==> src/rtl/cla_pipe_adder_if.sv <==
// -----------------------------------------------------------------------------
// cla_pipe_adder_if
// Handshake and data bundle for the pipelined carry-lookahead adder.
//   Upstream side  : in_valid, in_ready, a, b, cin, sub
//   Downstream side: out_valid, out_ready, sum, cout, overflow, grp_p, grp_g
// Modports:
//   master - the environment (operand source and result consumer)
//   slave  - the adder itself
// -----------------------------------------------------------------------------
interface cla_pipe_adder_if #(
   parameter int WIDTH = 16,
   parameter int GROUP = 4
);
   localparam int NG = WIDTH / GROUP;

   // Operand side
   logic             in_valid;
   logic             in_ready;
   logic [WIDTH-1:0] a;
   logic [WIDTH-1:0] b;
   logic             cin;
   logic             sub;

   // Result side
   logic             out_valid;
   logic             out_ready;
   logic [WIDTH-1:0] sum;
   logic             cout;
   logic             overflow;
   logic [NG-1:0]    grp_p;
   logic [NG-1:0]    grp_g;

   modport master (
      output in_valid, a, b, cin, sub, out_ready,
      input  in_ready, out_valid, sum, cout, overflow, grp_p, grp_g
   );

   modport slave (
      input  in_valid, a, b, cin, sub, out_ready,
      output in_ready, out_valid, sum, cout, overflow, grp_p, grp_g
   );
endinterface

==> src/rtl/cla_pipe_adder.sv <==
// -----------------------------------------------------------------------------
// cla_pipe_adder
// Three-stage pipelined carry-lookahead adder/subtractor.
//   Stage 1: operand conditioning (invert b for subtract), bit propagate and
//            generate, carry-in selection.
//   Stage 2: first-level group P/G over GROUP-bit groups, second-level
//            lookahead for the group carry-ins, bit carries inside each group.
//   Stage 3: sum, carry out, signed overflow and group P/G outputs.
// Ports:
//   clk    - rising-edge clock
//   rst_n  - asynchronous active-low reset
//   bus    - cla_pipe_adder_if.slave: valid/ready operand input, valid/ready
//            result output, sum/cout/overflow/grp_p/grp_g
// Parameters:
//   WIDTH  - operand width; a multiple of GROUP and at least GROUP
//   GROUP  - bits per first-level lookahead group (NG = WIDTH/GROUP groups)
// The whole pipeline shares one advance enable (adv); when the result is
// stalled every stage holds, so no skid storage is needed.
// -----------------------------------------------------------------------------
module cla_pipe_adder #(
   parameter int WIDTH = 16,
   parameter int GROUP = 4
) (
   input logic             clk,
   input logic             rst_n,
   cla_pipe_adder_if.slave bus
);
   localparam int NG = WIDTH / GROUP;

   // ---------------------------------------------------------------------------
   // Lookahead carry into position n of a block, as a flat sum of products:
   //   c[n] = g[n-1] | p[n-1]g[n-2] | ... | p[n-1]...p[0]ci
   // Each term is independent, so no ripple chain forms inside a block.
   // ---------------------------------------------------------------------------
   function automatic logic la_carry_bit(input logic [GROUP-1:0] p,
                                         input logic [GROUP-1:0] g,
                                         input logic             ci,
                                         input int               n);
      logic c;
      logic t;
      c = 1'b0;
      for (int j = 0; j < n; j++) begin
         t = g[j];
         for (int m = j + 1; m < n; m++) t = t & p[m];
         c = c | t;
      end
      t = ci;
      for (int m = 0; m < n; m++) t = t & p[m];
      return c | t;
   endfunction

   // Same structure across the NG groups (second lookahead level).
   function automatic logic la_carry_grp(input logic [NG-1:0] p,
                                         input logic [NG-1:0] g,
                                         input logic          ci,
                                         input int            n);
      logic c;
      logic t;
      c = 1'b0;
      for (int j = 0; j < n; j++) begin
         t = g[j];
         for (int m = j + 1; m < n; m++) t = t & p[m];
         c = c | t;
      end
      t = ci;
      for (int m = 0; m < n; m++) t = t & p[m];
      return c | t;
   endfunction

   // ---------------------------------------------------------------------------
   // Handshake: a single advance enable for all stages.
   // ---------------------------------------------------------------------------
   logic adv;
   logic s3_valid;

   assign adv          = bus.out_ready | ~s3_valid;
   assign bus.in_ready = adv;

   // ---------------------------------------------------------------------------
   // Stage 1: conditioned operands -> bit P/G and carry-in
   // ---------------------------------------------------------------------------
   logic [WIDTH-1:0] bb;
   logic [WIDTH-1:0] s1_p;
   logic [WIDTH-1:0] s1_g;
   logic             s1_c0;
   logic             s1_valid;

   // Subtract is a + ~b + 1, so the inverted b and forced carry-in do it all.
   assign bb = bus.b ^ {WIDTH{bus.sub}};

   // NOTE: every clocked process uses non-blocking assignments so all stages
   // sample the previous cycle's values together; blocking here would let a
   // stage see its predecessor's new value in the same edge.
   // NOTE: datapath registers are reset along with the valid bits so the
   // outputs read as zero after reset; nothing else depends on that.
   always_ff @(posedge clk or negedge rst_n) begin
      if (!rst_n) begin
         s1_p     <= '0;
         s1_g     <= '0;
         s1_c0    <= 1'b0;
         s1_valid <= 1'b0;
      end else if (adv) begin
         s1_p     <= bus.a ^ bb;
         s1_g     <= bus.a & bb;
         s1_c0    <= bus.sub | bus.cin;
         s1_valid <= bus.in_valid;
      end
   end

   // ---------------------------------------------------------------------------
   // Stage 2: two-level lookahead
   // ---------------------------------------------------------------------------
   logic [NG-1:0]    grp_pc;   // first-level group propagate
   logic [NG-1:0]    grp_gc;   // first-level group generate
   logic [NG:0]      grp_cin;  // carry into each group; [NG] is the final carry
   logic [WIDTH:0]   carry_c;  // carry into every bit plus carry out

   // NOTE: each combinational process assigns a default before the loops so
   // every bit is written on every path and no latch is inferred.
   always_comb begin
      grp_pc = '0;
      grp_gc = '0;
      for (int k = 0; k < NG; k++) begin
         grp_pc[k] = &s1_p[k*GROUP +: GROUP];
         grp_gc[k] = la_carry_bit(s1_p[k*GROUP +: GROUP],
                                  s1_g[k*GROUP +: GROUP], 1'b0, GROUP);
      end
   end

   // Group carry-ins straight from group P/G and c0; with NG=1 this reduces
   // to grp_cin[0]=c0 and grp_cin[1]=G0|P0&c0.
   always_comb begin
      grp_cin = '0;
      for (int k = 0; k <= NG; k++) begin
         grp_cin[k] = la_carry_grp(grp_pc, grp_gc, s1_c0, k);
      end
   end

   // Bit carries inside a group only look back to that group's carry-in.
   always_comb begin
      carry_c = '0;
      for (int k = 0; k < NG; k++) begin
         for (int i = 0; i < GROUP; i++) begin
            carry_c[k*GROUP + i] = la_carry_bit(s1_p[k*GROUP +: GROUP],
                                                s1_g[k*GROUP +: GROUP],
                                                grp_cin[k], i);
         end
      end
      carry_c[WIDTH] = grp_cin[NG];
   end

   logic [WIDTH:0]   s2_c;
   logic [WIDTH-1:0] s2_p;
   logic [NG-1:0]    s2_gp;
   logic [NG-1:0]    s2_gg;
   logic             s2_valid;

   always_ff @(posedge clk or negedge rst_n) begin
      if (!rst_n) begin
         s2_c     <= '0;
         s2_p     <= '0;
         s2_gp    <= '0;
         s2_gg    <= '0;
         s2_valid <= 1'b0;
      end else if (adv) begin
         s2_c     <= carry_c;
         s2_p     <= s1_p;
         s2_gp    <= grp_pc;
         s2_gg    <= grp_gc;
         s2_valid <= s1_valid;
      end
   end

   // ---------------------------------------------------------------------------
   // Stage 3: result registers (held while the consumer stalls)
   // ---------------------------------------------------------------------------
   logic [WIDTH-1:0] s3_sum;
   logic             s3_cout;
   logic             s3_ovf;
   logic [NG-1:0]    s3_gp;
   logic [NG-1:0]    s3_gg;

   always_ff @(posedge clk or negedge rst_n) begin
      if (!rst_n) begin
         s3_sum   <= '0;
         s3_cout  <= 1'b0;
         s3_ovf   <= 1'b0;
         s3_gp    <= '0;
         s3_gg    <= '0;
         s3_valid <= 1'b0;
      end else if (adv) begin
         s3_sum   <= s2_p ^ s2_c[WIDTH-1:0];
         s3_cout  <= s2_c[WIDTH];
         // Signed overflow: carry into the sign bit differs from carry out.
         s3_ovf   <= s2_c[WIDTH-1] ^ s2_c[WIDTH];
         s3_gp    <= s2_gp;
         s3_gg    <= s2_gg;
         s3_valid <= s2_valid;
      end
   end

   assign bus.out_valid = s3_valid;
   assign bus.sum       = s3_sum;
   assign bus.cout      = s3_cout;
   assign bus.overflow  = s3_ovf;
   assign bus.grp_p     = s3_gp;
   assign bus.grp_g     = s3_gg;

endmodule

==> src/flat_wrapper.sv <==
// flat-port wrapper written by rule: the top's interface ports become plain ports
module cla_pipe_adder_flat 
#(
   parameter int WIDTH = 16,
   parameter int GROUP = 4
)
  (clk, rst_n, bus_in_valid, bus_a, bus_b, bus_cin, bus_sub, bus_out_ready, bus_in_ready, bus_out_valid, bus_sum, bus_cout, bus_overflow, bus_grp_p, bus_grp_g);
  cla_pipe_adder_if #(.WIDTH(WIDTH), .GROUP(GROUP)) bus_i ();
  input logic clk;
  input logic rst_n;
  input wire logic [$bits(bus_i.in_valid)-1:0] bus_in_valid;
  input wire logic [$bits(bus_i.a)-1:0] bus_a;
  input wire logic [$bits(bus_i.b)-1:0] bus_b;
  input wire logic [$bits(bus_i.cin)-1:0] bus_cin;
  input wire logic [$bits(bus_i.sub)-1:0] bus_sub;
  input wire logic [$bits(bus_i.out_ready)-1:0] bus_out_ready;
  output wire logic [$bits(bus_i.in_ready)-1:0] bus_in_ready;
  output wire logic [$bits(bus_i.out_valid)-1:0] bus_out_valid;
  output wire logic [$bits(bus_i.sum)-1:0] bus_sum;
  output wire logic [$bits(bus_i.cout)-1:0] bus_cout;
  output wire logic [$bits(bus_i.overflow)-1:0] bus_overflow;
  output wire logic [$bits(bus_i.grp_p)-1:0] bus_grp_p;
  output wire logic [$bits(bus_i.grp_g)-1:0] bus_grp_g;
  assign bus_i.in_valid = bus_in_valid;
  assign bus_i.a = bus_a;
  assign bus_i.b = bus_b;
  assign bus_i.cin = bus_cin;
  assign bus_i.sub = bus_sub;
  assign bus_i.out_ready = bus_out_ready;
  assign bus_in_ready = bus_i.in_ready;
  assign bus_out_valid = bus_i.out_valid;
  assign bus_sum = bus_i.sum;
  assign bus_cout = bus_i.cout;
  assign bus_overflow = bus_i.overflow;
  assign bus_grp_p = bus_i.grp_p;
  assign bus_grp_g = bus_i.grp_g;
  cla_pipe_adder #(.WIDTH(WIDTH), .GROUP(GROUP)) u_core (.clk(clk), .rst_n(rst_n), .bus(bus_i));
endmodule
==> config.mk <==
export PLATFORM = sky130hd
export DESIGN_NAME = cla_pipe_adder_flat
export DESIGN_NICKNAME = d
export VERILOG_FILES = /design/src/rtl/cla_pipe_adder_if.sv /design/src/rtl/cla_pipe_adder.sv /design/src/flat_wrapper.sv
export SDC_FILE = /design/constraint.sdc
export NUM_CORES = 1
export LEC_CHECK = 0
export CORE_ASPECT_RATIO = 1.2
export CORE_UTILIZATION = 58
export DETAILED_ROUTE_END_ITERATION = 10
export PLACE_DENSITY = 0.84
export SYNTH_ARGS = -nofsm -noshare
export SYNTH_HDL_FRONTEND = slang
export SYNTH_SLANG_ARGS = --single-unit
export TNS_END_PERCENT = 20
==> constraint.sdc <==
create_clock -name clk -period 4.4 [get_ports clk]
set_input_delay 0.88 -clock clk [delete_from_list [all_inputs] [get_ports clk]]
set_output_delay 0.88 -clock clk [all_outputs]
set_load 0.01 [all_outputs]
======== Word level (Yosys, flattened, before mapping) ========
Index checks and enable logic that the tools add are counted.
Widths: inputs -> output; s select.
storage, ports and cells
  logic and storage cells ................. 119
  register bits after elaboration ......... 103
operators by class
  reduce and logical (&&, ||, !) cells .... 4
  bitwise gates (word level) .............. 100
operators by type and width
  kind              count
  $or 1x1->1        48
  $xor 16x16->16    3
  $and 1x1->1       46
  $and 16x16->16    1
  $reduce_and 4->1  4
  $not 1->1         1
  $xor 1x1->1       1

======== Logic depth before layout (Yosys ltp) ========
Gate-level depths: netlist of run 1.
  depth after elaboration ................. 15
  gate-level depth with buffers ........... 6

======== Least setup slack after synthesis of run 1 ========
Ideal clock, no wire load.
  kind .................................... input to output
  from .................................... input bus_out_ready
  to ...................................... output bus_in_ready
  stages .................................. 4
  path buffers ............................ 2
  setup slack ............................. 2.016 ns
  arrival time ............................ 1.504 ns
  path through ............................ nor2b_1 -> inv_1 -> clkbuf_1 -> buf_2
on the way
  cells in the longest elaborated chain, start to end .. 1
RTL lines
  item         line                  RTL
  from (decl)  flat_wrapper.sv:16    input wire logic [$bits(bus_i.out_ready)-1:0] bus_out_ready;
  $or 1x1->1   cla_pipe_adder.sv:76  assign adv = bus.out_ready | ~s3_valid;
  to (decl)    flat_wrapper.sv:17    output wire logic [$bits(bus_i.in_ready)-1:0] bus_in_ready;
Every way passes these cells.

======== Worst setup path in the final report of run 1 ========
Ends and elaborated chain as after synthesis.

==> results of run 1 <==
tightest hold or removal path, cell delays in order (launching register included):
cell and delay [ns]:
dfrtp_1 0.35, nand2_1 0.05, nand2_1 0.04
power breakdown:
group          switching (mW)  internal (mW)
Combinational           0.538          0.537
Clock                   0.302          0.281
Sequential              0.254           1.29
flip-flops by register name, indices dropped and copies added, names as in the netlist, 4 cells and up:
register          cells
u_core.bus.grp_g      4
u_core.bus.grp_p      4
u_core.bus.sum       16
u_core.s1_g          16
u_core.s1_p          16
u_core.s2_c          17
u_core.s2_gg          4
u_core.s2_gp          4
u_core.s2_p          16
layout make-up:
cell class / count / area share [%]
clock buffers: 12 / 2.654
clock inverters: 4 / 0.9840
inverters: 2 / 0.1373
multi-input cells: 364 / 34.71
flip-flops and latches: 103 / 47.14
well taps: 92 / 2.105
repair buffers: 68 / 12.27
per-stage QoR:
stage	hold slack, ns	instances	util, %	cell area [um2]
2_1_floorplan	0.4300	493	-	4581
3_3_place_gp	0.4484	629	68.75	5269
3_5_place_dp	0.4483	629	68.75	5269
4_1_cts	0.4693	645	71.35	5468
5_1_grt	0.4889	645	71.35	5468
6_report	0.4642	645	71.35	5468
worst max-delay path by stage:
stage | end | from | depth (start not counted)
2_1_floorplan | bus_in_ready | bus_out_ready | 4
3_3_place_gp | bus_in_ready | bus_out_ready | 4
3_5_place_dp | bus_in_ready | bus_out_ready | 4
4_1_cts | bus_in_ready | bus_out_ready | 4
5_1_grt | bus_in_ready | bus_out_ready | 4
6_report | bus_in_ready | bus_out_ready | 4
routing by layer:
metal  track usage [%]  routed length, um  share of wire (%)  up-vias
met4             11.27                201                2.4        0
met2             33.35               3912                 48       90
li1                  -                  -                  -     1688
met1             31.15               3802                 46     1540
met5                 0                  0                  0        -
met3             2.324                308                3.7       18
synthesized netlist by cell type (2+ instances only):
master	count	share of area, %
nand2_1	217	18
dfrtp_1	103	56
o21ai_0	25	2.7
nor2_1	21	1.7
xnor2_1	17	3.3
ha_1	16	4.4
xor2_1	16	3.1
a21oi_1	14	1.5
buf_2	12	1.3
clkbuf_1	10	0.82
a21o_1	9	1.5
nor3_1	3	0.33
o21a_1	3	0.49
buf_1	2	0.16
inv_1	2	0.16
mux2_2	2	0.49
nand3_1	2	0.22
o21ai_1	2	0.22
o31ai_1	2	0.33
logic make-up (layout without fill, tap and decap cells):
family                     after synthesis  after routing  synth area share, %
and+or+nand+nor                        250            250                21.25
buffers and inverters                   26             86                2.459
AOI/OAI and AO/OA                       62             62                8.632
muxes                                    3              3               0.7102
DFF                                    103            103                56.27
xor gates and xnor gates                33             33                6.310
adders and majority gates               16             16                4.370
==> summary.txt, run 1 <==
Critical path
  – CP Cell Sequence: clkdlybuf4s50_1 > nor2b_4 > inv_2 > clkdlybuf4s50_1
  – Reg2reg setup slack: 2.49 ns
  – Crit-path max FO: 2
  – Crit path buf inv count: 3
  – Crit-path slowest cell: clkdlybuf4s50_1
  – Crit Path Class: in2out
  – Setup crit end kind: output port
  – Type of origin of the critical path: input port
  – Critical Path Most Common Cell: clkdlybuf4s50_1
  – Delay-heaviest family, CP: buffers and inverters
  – CP max stage delay: 0.54 ns
  – Reg-to-Reg Start: u_core.bus.out_valid$_DFFE_PN0P_
  – Crit path DAT: between 2 and 2.5 ns
  – R2r worst-path depth: 5
  – Worst endpoint required time: approximately 3.5 ns
  – R2r endpoint: u_core.s2_c[16]$_DFFE_PN0P_

Drt
  – DRC: 0
  – Vias: between 3000 and 4000
  – WL final: between 8000 and 9000 um
  – DR vias/cell: a little over 5
  – 1st-pass router iterations: 4
  – Wirelength per Cell: around 13 um
  – First DRT Iteration DRCs: about 310
  – Post-route ant nets: 0

Synth
  – Distinct cell type count after synthesis: 34
  – Syn Inst Count: roughly 500
  – Top_reg_cell synth: dfrtp_1
  – #FFs+latches synth: 103
  – Mapped Area: 4581 um2
  – Syn nets: 547
  – Mean Syn Cell Area: 9.291 um2
  – Synth async-reset ratio: 100.0%
  – Post-synth EDFFs: 0
  – Post-synthesis sequential area ratio: 56.27%
  – YS warnings: 0

Worst hold path
  – Hold wc startpoint: u_core.s2_valid$_DFFE_PN0P_
  – WHS Path Cells: 2
  – WHS Endpoint: u_core.s2_valid$_DFFE_PN0P_
  – Hold Path Class: reg2reg

STA
  – Tightest Pin Transition: ~1.0 ns
  – Final setup viols: 0
  – Slew Limit Headroom: just over 30%
  – Final Critical Period: a little under 3 ns
  – Slew Viols, Final: 0
  – Clock Skew: roughly 0.0091 ns
  – Worst setup margin: about 1.5 ns
  – Fin. Hold Viols: 0
  – Unrepaired setup endpoints after global routing: no
  – Crit share post-route: about 67%
  – Setup_tns: 0 ns
  – Fmax: 340.4 MHz

Global routing
  – Initial antenna violation count: 0
  – Vias in the first global route: 3123
  – Gr usage total: a little over a fifth
  – Largest net degree at the start of global routing: 121
  – Grt ovf: 0
  – First-pass GRT wire length: around 14000 um

Cells and area
  – N_diodes: 0
  – Commonest non-fill, non-tap cell in the layout: nand2_1
  – Commonest non-fill, non-tap cells in the layout: 217 x nand2_1, 103 x dfrtp_1, 64 x clkdlybuf4s50_1, 25 x o21ai_0, 21 x nor2_1
  – Register Area: approximately 2600 um2
  – Area occupied by multi-input gates: between 1500 and 2000 um2
  – Share of cells above drive strength 1: 5.063%
  – Nets@finish: around 600
  – Area grow syn2layout: 19.37%
  – Filler instances: 575

Die
  – Die ar.: approximately 8300 um2
  – Io pins: 66
  – Die height: 99.35 um
  – Die width: slightly above 80 um
  – Std cell rows: 35
  – Initial Util: between 50% and 60%
  – Core area: between 7000 and 8000 um2

Place
  – Number of port buffers: between 60 and 70
  – RePlAce Congestion: between 0.8 and 0.9
  – Hpwl dp: 5703 um
  – Pre-CTS setup slack: 1.467 ns

Pwr
  – Pwr Total: around 3.2 mW
  – LEAKAGE: ~2.7 nW
  – PwrDens: a little under 600 nW/um2
  – Peak VDD IR: about 480 uV

Clock network
  – Root buf cell: clkbuf_8
  – CTS Hold Bufs: 0
  – Clk sinks: just over 100
  – CTS Buffer Depth: 2
  – Post-cts resize count: 0
  – H-tree Lvls: 3
  – Number of buffers created by CTS: 9
  – Setup bufs post-CTS: 0
  – Clk slew on worst S/H paths: around 0.09 ns
  – Later-pin clock latency in the skew report: about 0.36 ns
  – CTS tree: yes

Outcome
  – Outcome: completed

Run
  – Maxcap violations: 0
Note: power is estimated with default switching activity, not from simulation.
==> run 2, diff against run 1 <==
- CORE_UTILIZATION: 58 -> 54
- PLACE_DENSITY: 0.84 -> 0.79
- clock period: 4.4 -> 2.8 ns (I/O delays scaled with it)
==> run 2 against run 1 <==
Net effect: die area grew 7.2%; sequential cell count is the same; worst hold slack got worse by 0.27 ns; register-to-register slack lost 1.4 ns; final cell count is 3.6% higher; core utilization decreased by 3.7 points; critical path depth is the same; combinational power up 59%; critical path type unchanged; largest power group unchanged.
==> summary.txt, run 2 (same netlist as run 1, synthesis figures left out) <==
Pwr
  – Clock group share of total power: 16.8% (-1.4 points)
  – PwrDens: 904.6 nW/um2 (+54%)
  – Peak VDD IR: 320.6 uV (-33%)
  – P_int: 3.262 mW (+55%)
  – Logic gate share of total power: 34.4% (+0.8 points)
  – Net Switching: 1.730 mW (+58%)
  – Seq pwr share: 48.8% (+0.6 points)
  – LEAKAGE: 2.712 nW (+0.55%)
  – Switching portion of total power: 34.65% (+0.49 points)

Global routing
  – Largest net degree at the start of global routing: 121 (unchanged)
  – First-pass GRT wire length: 14430 um (+0.28%)
  – Initial antenna violation count: 0 (unchanged)
  – Grt ovf: 0 (unchanged)
  – Vias in the first global route: 3096 (-0.86%)
  – Gr usage total: 21.16% (-0.59 points)

Critical path
  – Setup crit end kind: output port
  – R2r worst-path depth: 5 (unchanged)
  – Crit path DAT: 1.79 ns (-0.27 ns)
  – Worst endpoint required time: 2.24 ns (-1.28 ns)
  – Reg2reg setup slack: 1.11 ns (-1.38 ns)
  – Crit path from: bus_out_ready
  – Reg-to-Reg Start: u_core.s1_p[2]$_DFFE_PN0P_
  – Type of origin of the critical path: input port
  – Crit Path Class: in2out
  – R2r endpoint: u_core.s2_c[16]$_DFFE_PN0P_
  – Crit-path max FO: 2 (unchanged)

Die
  – Std cell rows: 36 (+2.9%)
  – Die width: 86.08 um (+3.5%)
  – Io pins: 66 (unchanged)
  – Die height: 102.9 um (+3.6%)
  – Initial Util: 56.18% (-3.6 points)
  – Die ar.: 8856 um2 (+7.2%)
  – Core area: 8153 um2 (+6.4%)

Clock network
  – CTS Buffer Depth: 2 (unchanged)
  – Root buf cell: clkbuf_8
  – Clk sinks: 103 (unchanged)
  – H-tree Lvls: 3 (unchanged)
  – Post-cts resize count: 0 (unchanged)
  – CTS Hold Bufs: 0 (unchanged)
  – CTS tree: yes
  – Clk slew on worst S/H paths: 0.09 ns (about the same)
  – Later-pin clock latency in the skew report: 0.37 ns (about the same)
  – Setup bufs post-CTS: 0 (unchanged)
  – Number of buffers created by CTS: 9 (unchanged)

Place
  – Number of port buffers: 65 (unchanged)
  – Placed instance area: 5341 um2 (+1.4%)
  – Pre-CTS setup slack: 0.4619 ns (-1.005 ns)
  – Hpwl dp: 5744 um (+0.71%)
  – Placed cells: 652 (+3.7%)
  – RePlAce Congestion: 0.8724 (+5.2%)

Cells and area
  – N_diodes: 0 (unchanged)
  – Commonest non-fill, non-tap cell in the layout: nand2_1
  – Share of cells above drive strength 1: 5.235% (+0.17 points)
  – Filler instances: 666 (+16%)
  – Max reg flops: 17 (unchanged)
  – Design area: 5518 um2 (+0.92%)
  – Nets@finish: 603 (+0.17%)
  – Area grow syn2layout: 20.46%
  – Non-filler cells, final: 668 (+3.6%)
  – Commonest non-fill, non-tap cells in the layout: 217 x nand2_1, 103 x dfrtp_1, 64 x clkdlybuf4s50_1, 25 x o21ai_0, 21 x nor2_1
  – Biggest register: u_core.s2_c

Worst hold path
  – Hold Path Class: in2async

Drt
  – DRC: 0 (unchanged)
  – First DRT Iteration DRCs: 217 (-29%)
  – WL final: 8417 um (+2.3%)
  – Post-route ant nets: 0 (unchanged)
  – Wirelength per Cell: 12.60 um (-1.2%)
  – Vias: 3348 (+0.36%)
  – DR vias/cell: 5.012 (-3.1%)
  – 1st-pass router iterations: 4 (unchanged)

STA
  – Fin. Hold Viols: 0 (unchanged)
  – Worst setup margin: 0.4534 ns (-1.009 ns)
  – Setup_tns: 0 ns (unchanged)
  – WHS: 0.1906 ns (-0.2737 ns)
  – Crit share post-route: a little over four fifths
  – Final setup viols: 0 (unchanged)
  – Tightest Pin Transition: 0.5870 ns (-0.4487 ns)
  – Slew Viols, Final: 0 (unchanged)
  – Slew Limit Headroom: 60.87% (+30 points)
  – Fmax: approximately 430 MHz
  – Final Critical Period: 2.347 ns
  – Clock Skew: 0.004846 ns (-0.004226 ns)
  – Unrepaired setup endpoints after global routing: no

Outcome
  – Outcome: completed

Run
  – Maxcap violations: 0 (unchanged)
run 2: worst max path at each step:
stage                              end  slack (ns)  cells past startpoint
after floorplan           bus_in_ready        1.06                      4
after global placement    bus_in_ready        0.46                      4
after detailed placement  bus_in_ready        0.46                      4
after CTS                 bus_in_ready        0.45                      4
after global routing      bus_in_ready        0.43                      4
final                     bus_in_ready        0.45                      4
run 2: cell type report:
class	count	area (um2)	share of cell area [%]
sequential	103	2577	46.71
multi-input combinational	364	1898	34.40
timing repair buffer	69	715.7	12.97
clock buffer	13	158.9	2.880
tap	114	142.6	2.585
clock inverter	3	17.52	0.3175
inverter	2	7.507	0.1361
run 2: metrics by stage:
step | power (mW) | util [%]
floorplan | 3.449 | -
detailed placement | 4.195 | 65.52
CTS | 5.027 | 67.68
global placement | 4.101 | 65.52
global route | 5.363 | 67.68
finish | 4.991 | 67.68
run 2: critical path: stages:
cell and delay, ns:
clkdlybuf4s50_1 0.51, nor2b_4 0.06, inv_2 0.10, clkdlybuf4s50_1 0.56
run 2: power groups by stage:
stage / Combinational [mW] / Clock, mW / Sequential, mW
after floorplan: 0.995 / 0 / 2.45
after global placement: 1.67 / 0 / 2.43
after detailed placement: 1.73 / 0 / 2.47
after CTS: 1.74 / 0.857 / 2.43
after global routing: 1.93 / 0.918 / 2.51
final: 1.72 / 0.841 / 2.43
run 2: routing by layer:
metal  share of wire, %  vias up  GRT usage, %
met5                  0        -             0
met4                1.2        0         7.308
met3                4.6       13         4.644
met2                 47       83         32.48
met1                 47     1571         30.08
li1                   -     1681             -
